File: src/rtl/mem_master_pkg.sv
// Shared types and default sizing for the single-port memory master.
// Default constants match the parameter defaults of mem_master.
package mem_master_pkg;

  localparam int unsigned DEF_DATA_W = 32;
  localparam int unsigned DEF_ADDR_W = 32;
  localparam int unsigned DEF_DEPTH  = 32;

  typedef enum logic [2:0] {
    S_IDLE     = 3'd0,
    S_WR_ISSUE = 3'd1,
    S_RD_ISSUE = 3'd2,
    S_RD_CAPT  = 3'd3,
    S_RESP     = 3'd4
  } state_t;

endpackage

File: src/rtl/mem_master.sv
// Request/response front end that issues one word access at a time to a memory.
// Optional out-of-range rejection is compiled in with MEM_MASTER_ADDR_CHECK_EN.
module mem_master
  import mem_master_pkg::*;
#(
  parameter int unsigned DATA_W = DEF_DATA_W,
  parameter int unsigned ADDR_W = DEF_ADDR_W,
  parameter int unsigned DEPTH  = DEF_DEPTH
) (
  input  logic              clk,
  input  logic              rst,
  // Handshakes: a transfer happens on a rising edge where valid && ready.
  // req_ready is high only while idle; rsp_valid holds until rsp_ready.
  input  logic              req_valid,
  output logic              req_ready,
  input  logic              req_we,
  input  logic [ADDR_W-1:0] req_addr,
  input  logic [DATA_W-1:0] req_wdata,
  output logic              rsp_valid,
  input  logic              rsp_ready,
  output logic [DATA_W-1:0] rsp_rdata,
  output logic              rsp_err,
  output logic [ADDR_W-1:0] mem_addr,
  output logic [DATA_W-1:0] mem_wdata,
  output logic              mem_read,
  output logic              mem_write,
  input  logic [DATA_W-1:0] mem_rdata,
  output state_t            dbg_state
);

`ifdef MEM_MASTER_ADDR_CHECK_EN
  localparam logic CHECK_EN = 1'b1;
`else
  localparam logic CHECK_EN = 1'b0;
`endif

  state_t            state_q, state_d;
  logic [ADDR_W-1:0] addr_q, addr_d;
  logic [DATA_W-1:0] wdata_q, wdata_d;
  logic [DATA_W-1:0] rdata_q, rdata_d;
  logic              err_q, err_d;
  logic              addr_err;

  assign addr_err = CHECK_EN && (req_addr >= ADDR_W'(DEPTH));

  always_ff @(posedge clk) begin
    if (rst) begin
      state_q <= S_IDLE;
      addr_q  <= '0;
      wdata_q <= '0;
      rdata_q <= '0;
      err_q   <= 1'b0;
    end else begin
      state_q <= state_d;
      addr_q  <= addr_d;
      wdata_q <= wdata_d;
      rdata_q <= rdata_d;
      err_q   <= err_d;
    end
  end

  always_comb begin
    state_d = state_q;
    addr_d  = addr_q;
    wdata_d = wdata_q;
    rdata_d = rdata_q;
    err_d   = err_q;
    case (state_q)
      S_IDLE: begin
        if (req_valid) begin
          addr_d  = req_addr;
          wdata_d = req_wdata;
          rdata_d = '0;
          err_d   = 1'b0;
          // Rejected requests skip the memory entirely and answer at once.
          if (addr_err) begin
            err_d   = 1'b1;
            state_d = S_RESP;
          end else if (req_we) begin
            state_d = S_WR_ISSUE;
          end else begin
            state_d = S_RD_ISSUE;
          end
        end
      end
      S_WR_ISSUE: state_d = S_RESP;
      S_RD_ISSUE: state_d = S_RD_CAPT;
      S_RD_CAPT: begin
        rdata_d = mem_rdata;
        state_d = S_RESP;
      end
      S_RESP: begin
        if (rsp_ready) state_d = S_IDLE;
      end
      default: state_d = S_IDLE;
    endcase
  end

  // Every output is either a register or a pure decode of the state.
  assign req_ready = (state_q == S_IDLE);
  assign rsp_valid = (state_q == S_RESP);
  assign mem_write = (state_q == S_WR_ISSUE);
  assign mem_read  = (state_q == S_RD_ISSUE);
  assign mem_addr  = addr_q;
  assign mem_wdata = wdata_q;
  assign rsp_rdata = rdata_q;
  assign rsp_err   = err_q;
  assign dbg_state = state_q;

endmodule
File: config.mk
export PLATFORM = sky130hd
export DESIGN_NAME = mem_master
export DESIGN_NICKNAME = d
export VERILOG_FILES = /design/src/rtl/mem_master_pkg.sv /design/src/rtl/mem_master.sv
export SDC_FILE = /design/constraint.sdc
export NUM_CORES = 1
export LEC_CHECK = 0
export ABC_AREA = 1
export CAP_MARGIN = 20
export CORE_MARGIN = 5
export CORE_UTILIZATION = 41
export CTS_BUF_LIST = sky130_fd_sc_hd__clkbuf_8
export CTS_CLUSTER_SIZE = 16
export DETAILED_ROUTE_END_ITERATION = 16
export PLACE_DENSITY = 0.82
export SYNTH_ARGS = -nofsm -noshare
export SYNTH_HDL_FRONTEND = slang
export SYNTH_SLANG_ARGS = --single-unit
File: constraint.sdc
create_clock -name clk -period 1.25 [get_ports clk]
set_input_delay 0.1875 -clock clk [delete_from_list [all_inputs] [get_ports clk]]
set_output_delay 0.1875 -clock clk [all_outputs]
set_load 0.1 [all_outputs]
==> summary.md <==
| Metric | Value |
|---|---|
| Synth top area cells | dfxtp_1 49%, nand2_1 12%, nor2_1 12% |
| Sequential share of the synthesized area | 0.490 |
| RR Endpoint | mem_wdata[4] |
| Setup crit start kind | register |
| Number of synthesized flops with an enable pin | 0 |
| Clock buffer depth | 2 |
| LEAKAGE | around 0.0038 uW |
| Starting DRT DRC Count | 418 |
| Finish-stage setup viols | between 100 and 150 |
| Initial antenna violation count | 0 |
| Reg2reg path depth | 8 |
| TritonCTS Buffers | 9 |
| Die X | between 100 and 150 um |
| Nets@finish | 915 |
| DRC Markers | 0 |
| CP peak stage delay | between 0.3 and 0.4 ns |
| Largest net degree at the start of global routing | 78 |
| Post-Syn Instances | between 500 and 600 |
| Die Y-Extent | 109 um |
| Slowest CP cell | dfxtp_4 |
| Tcrit/Tclk final | 1.26 |
| Critical Path Sink | mem_wdata[4] |
| Failing checks | negative setup slack |
| DR pass1 iterations | 5 |
| F_max | around 0.64 GHz |
| Antenna cells | 0 |
| Core area | just under 10000 sq um |
| Clock power frac | 0.191 |
| Post-DP HPWL | around 11 mm |
| Final Hold Vio Count | 0 |
| Crit path max fanout | 8 |
| Hold_sp | req_addr[12] |
| Root Buffer | clkbuf_8 |
| Dpl ws | -0.219 ns |
| Ys async rst share | 0 |
| Syn. warnings | 0 |
| Net switching power | between 5000 and 6000 uW |
| Most common cell in the netlist | nand2_1 |
| Hold-fix buffers, CTS | 0 |
| Maxcap violations | 0 |
| Sw Ratio | 0.432 |
| All-Layer GR Usage | 0.250 |
| Avg Cell Area, Syn | just under 7 sq um |
| R2R Setup Slk | -0.32 ns |
| Gr ovfl total | 0 |
| DR vias | ~5200 |
| # IOs | 205 |
| Reg2reg start | dbg_state[0] |
| H-tree depth | 3 |
| Cells along the critical path | buf_6 -> nor2_4 -> nand3_4 -> buf_12 -> buf_12 -> buf_6 -> nor2_1 -> nor2_1 |
| Final worst slack | -0.325 ns |
| Final GP Congestion | between 0.8 and 0.9 |
| Die Area | 11900 sq um |
| Row count | 36 |
| Worst Skew | 0.00776 ns |
| ANT nets after route | 0 |
| CTS tree | yes |
| Netlist cell types | 17 |
| I/O Buffers | 203 |
| P&R area growth vs syn | 124% |
| CP startpoint | dbg_state[0] |
| Worst Hold Class | in2reg |
| Clk_lat worst skew | ~0.37 ns |
| CP required | roughly 1.5 ns |
| Share of the synthesized area in the top cell type | 0.490 |
| Setup tns final | -18.74 ns |
| Most used flip-flop cell after synthesis | dfxtp_1 |
| Critical path endpoint category | register |
| Comb power frac | 0.507 |
| Synthesis-stage register bit count | 99 |
| Layout cell share with drive strength beyond 1 | 0.480 |
| Commonest cells post-synth | 131 x nand2_1, 130 x nor2_1, 99 x dfxtp_1 |
| DRT Wirelength | approximately 22 mm |
| Vias in the first global route | about 4700 |
| Reg power frac | 0.302 |
| Yosys top cell by area | dfxtp_1 |
| Outcome | finished with violations |
| Vias per inst | approximately 5.5 |
| Wire per inst | approximately 23 um |
| Clock transition at path regs | 0.10 ns |
| Initial Util | 0.417 |
| Crit path DAT | ~1.8 ns |
| Peak VDD IR | 819 uV |
| First-pass GRT wire length | 23.3 mm |
| Critical path class | reg2reg |
| Clock sink count | between 90 and 100 |
| Internal | 7240 uW |
| P per Cell Area | between 1000 and 1500 nW/um^2 |
| Tmin final | roughly 1.6 ns |
| Slew Limit Fails | 0 |
| Cell area after synthesis | approximately 4000 sq um |
| Mapped Nets | between 600 and 700 |
| RSZ-0062 raised after global routing | yes |
per-layer routing:
metal  vias to the layer above  track usage  wire length, um
met3                        85       0.0782             2160
met4                         0       0.0882              906
li1                       2260            -                -
met5                         -            0                0
met2                       367        0.460            11200
met1                      2515        0.270             7660
state kept, by name (all words and copies together), names as in the netlist:
signal	flops
dbg_state	3
mem_addr	32
mem_wdata	32
rsp_rdata	32
cell type report:
class / count / area, sq um
multi-input cells: 370 / 2280
inverters: 70 / 270
flip-flops and latches: 99 / 2080
well taps: 133 / 166
clock inverters: 5 / 76.3
clock buffers: 11 / 151
fillers: 296 / 629
repair buffers: 264 / 4030
placed cells by master, fill, tap and decap left out, types with 2 or more instances in the layout:
master,synthesis,layout
buf_4,5,14
dfxtp_2,0,68
o211ai_1,2,2
buf_6,1,11
clkbuf_8,0,11
nor2_1,130,96
nor2_4,0,7
nor2_2,1,28
dfxtp_4,0,3
dfxtp_1,99,28
buf_16,0,3
nand2_1,131,78
bufinv_16,0,2
nand4_1,32,32
nand3_2,1,10
a21oi_2,0,23
clkdlybuf4s50_1,0,100
a21oi_1,33,10
clkbuf_16,0,7
nand2_4,0,19
buf_8,0,13
buf_12,0,114
nand3_1,35,10
nor3_4,0,2
nand2_2,0,34
inv_1,68,68
bufbuf_16,0,2
nand3_4,0,16
timing repair:
| item | in CTS | in global routing |
|---|---|---|
| gates cloned | 5 | 12 |
| setup buffers | 11 | 11 |
| pin swaps | 5 | 34 |
| resized for setup | 31 | 190 |
| endpoints found under the setup margin | 40 | 105 |
stage by stage:
stage	utilization	hold WS, ns	area [sq um]	std cells	power (uW)
after floorplan	-	0.322	4290	582	7010
after global placement	0.774	0.487	7490	900	8930
after detailed placement	0.774	0.489	7490	900	9060
after CTS	0.831	0.379	8050	931	11600
after global routing	0.935	0.391	9050	952	13100
final	0.935	0.386	9050	952	12800
power groups by stage:
stage               Combinational, uW  Clock [uW]  Sequential, uW
floorplan                        1180           0            5830
global placement                 5050           0            3870
detailed placement               5160           0            3900
CTS                              5440        2380            3830
global route                     6650        2560            3880
finish                           6460        2440            3860
kinds of logic (layout without fill, tap and decap cells):
logic type	Yosys count	after routing	share of synthesized area
AND/OR/NAND/NOR	334	334	0.344
buffers and inverters	113	350	0.120
flip-flops	99	99	0.490
AO/OA/AOI/OAI	35	35	0.0446
other	1	1	0.000928
worst max-delay path: cells and delay by family, from the launching register on:
family / cells / cell delay [ns]
buffers and inverters: 4 / 0.58
AND/OR/NAND/NOR: 4 / 0.51
flip-flops: 1 / 0.37
worst min path at each step:
stage / end / depth (start not counted) / slack, ns
2_1_floorplan: mem_addr[0] / 2 / 0.32
3_3_place_gp: rsp_rdata[31] / 2 / 0.49
3_5_place_dp: rsp_rdata[0] / 2 / 0.49
4_1_cts: mem_addr[0] / 3 / 0.38
5_1_grt: rsp_rdata[2] / 3 / 0.39
6_report: mem_addr[12] / 3 / 0.39
(Power assumes the default switching activity.)
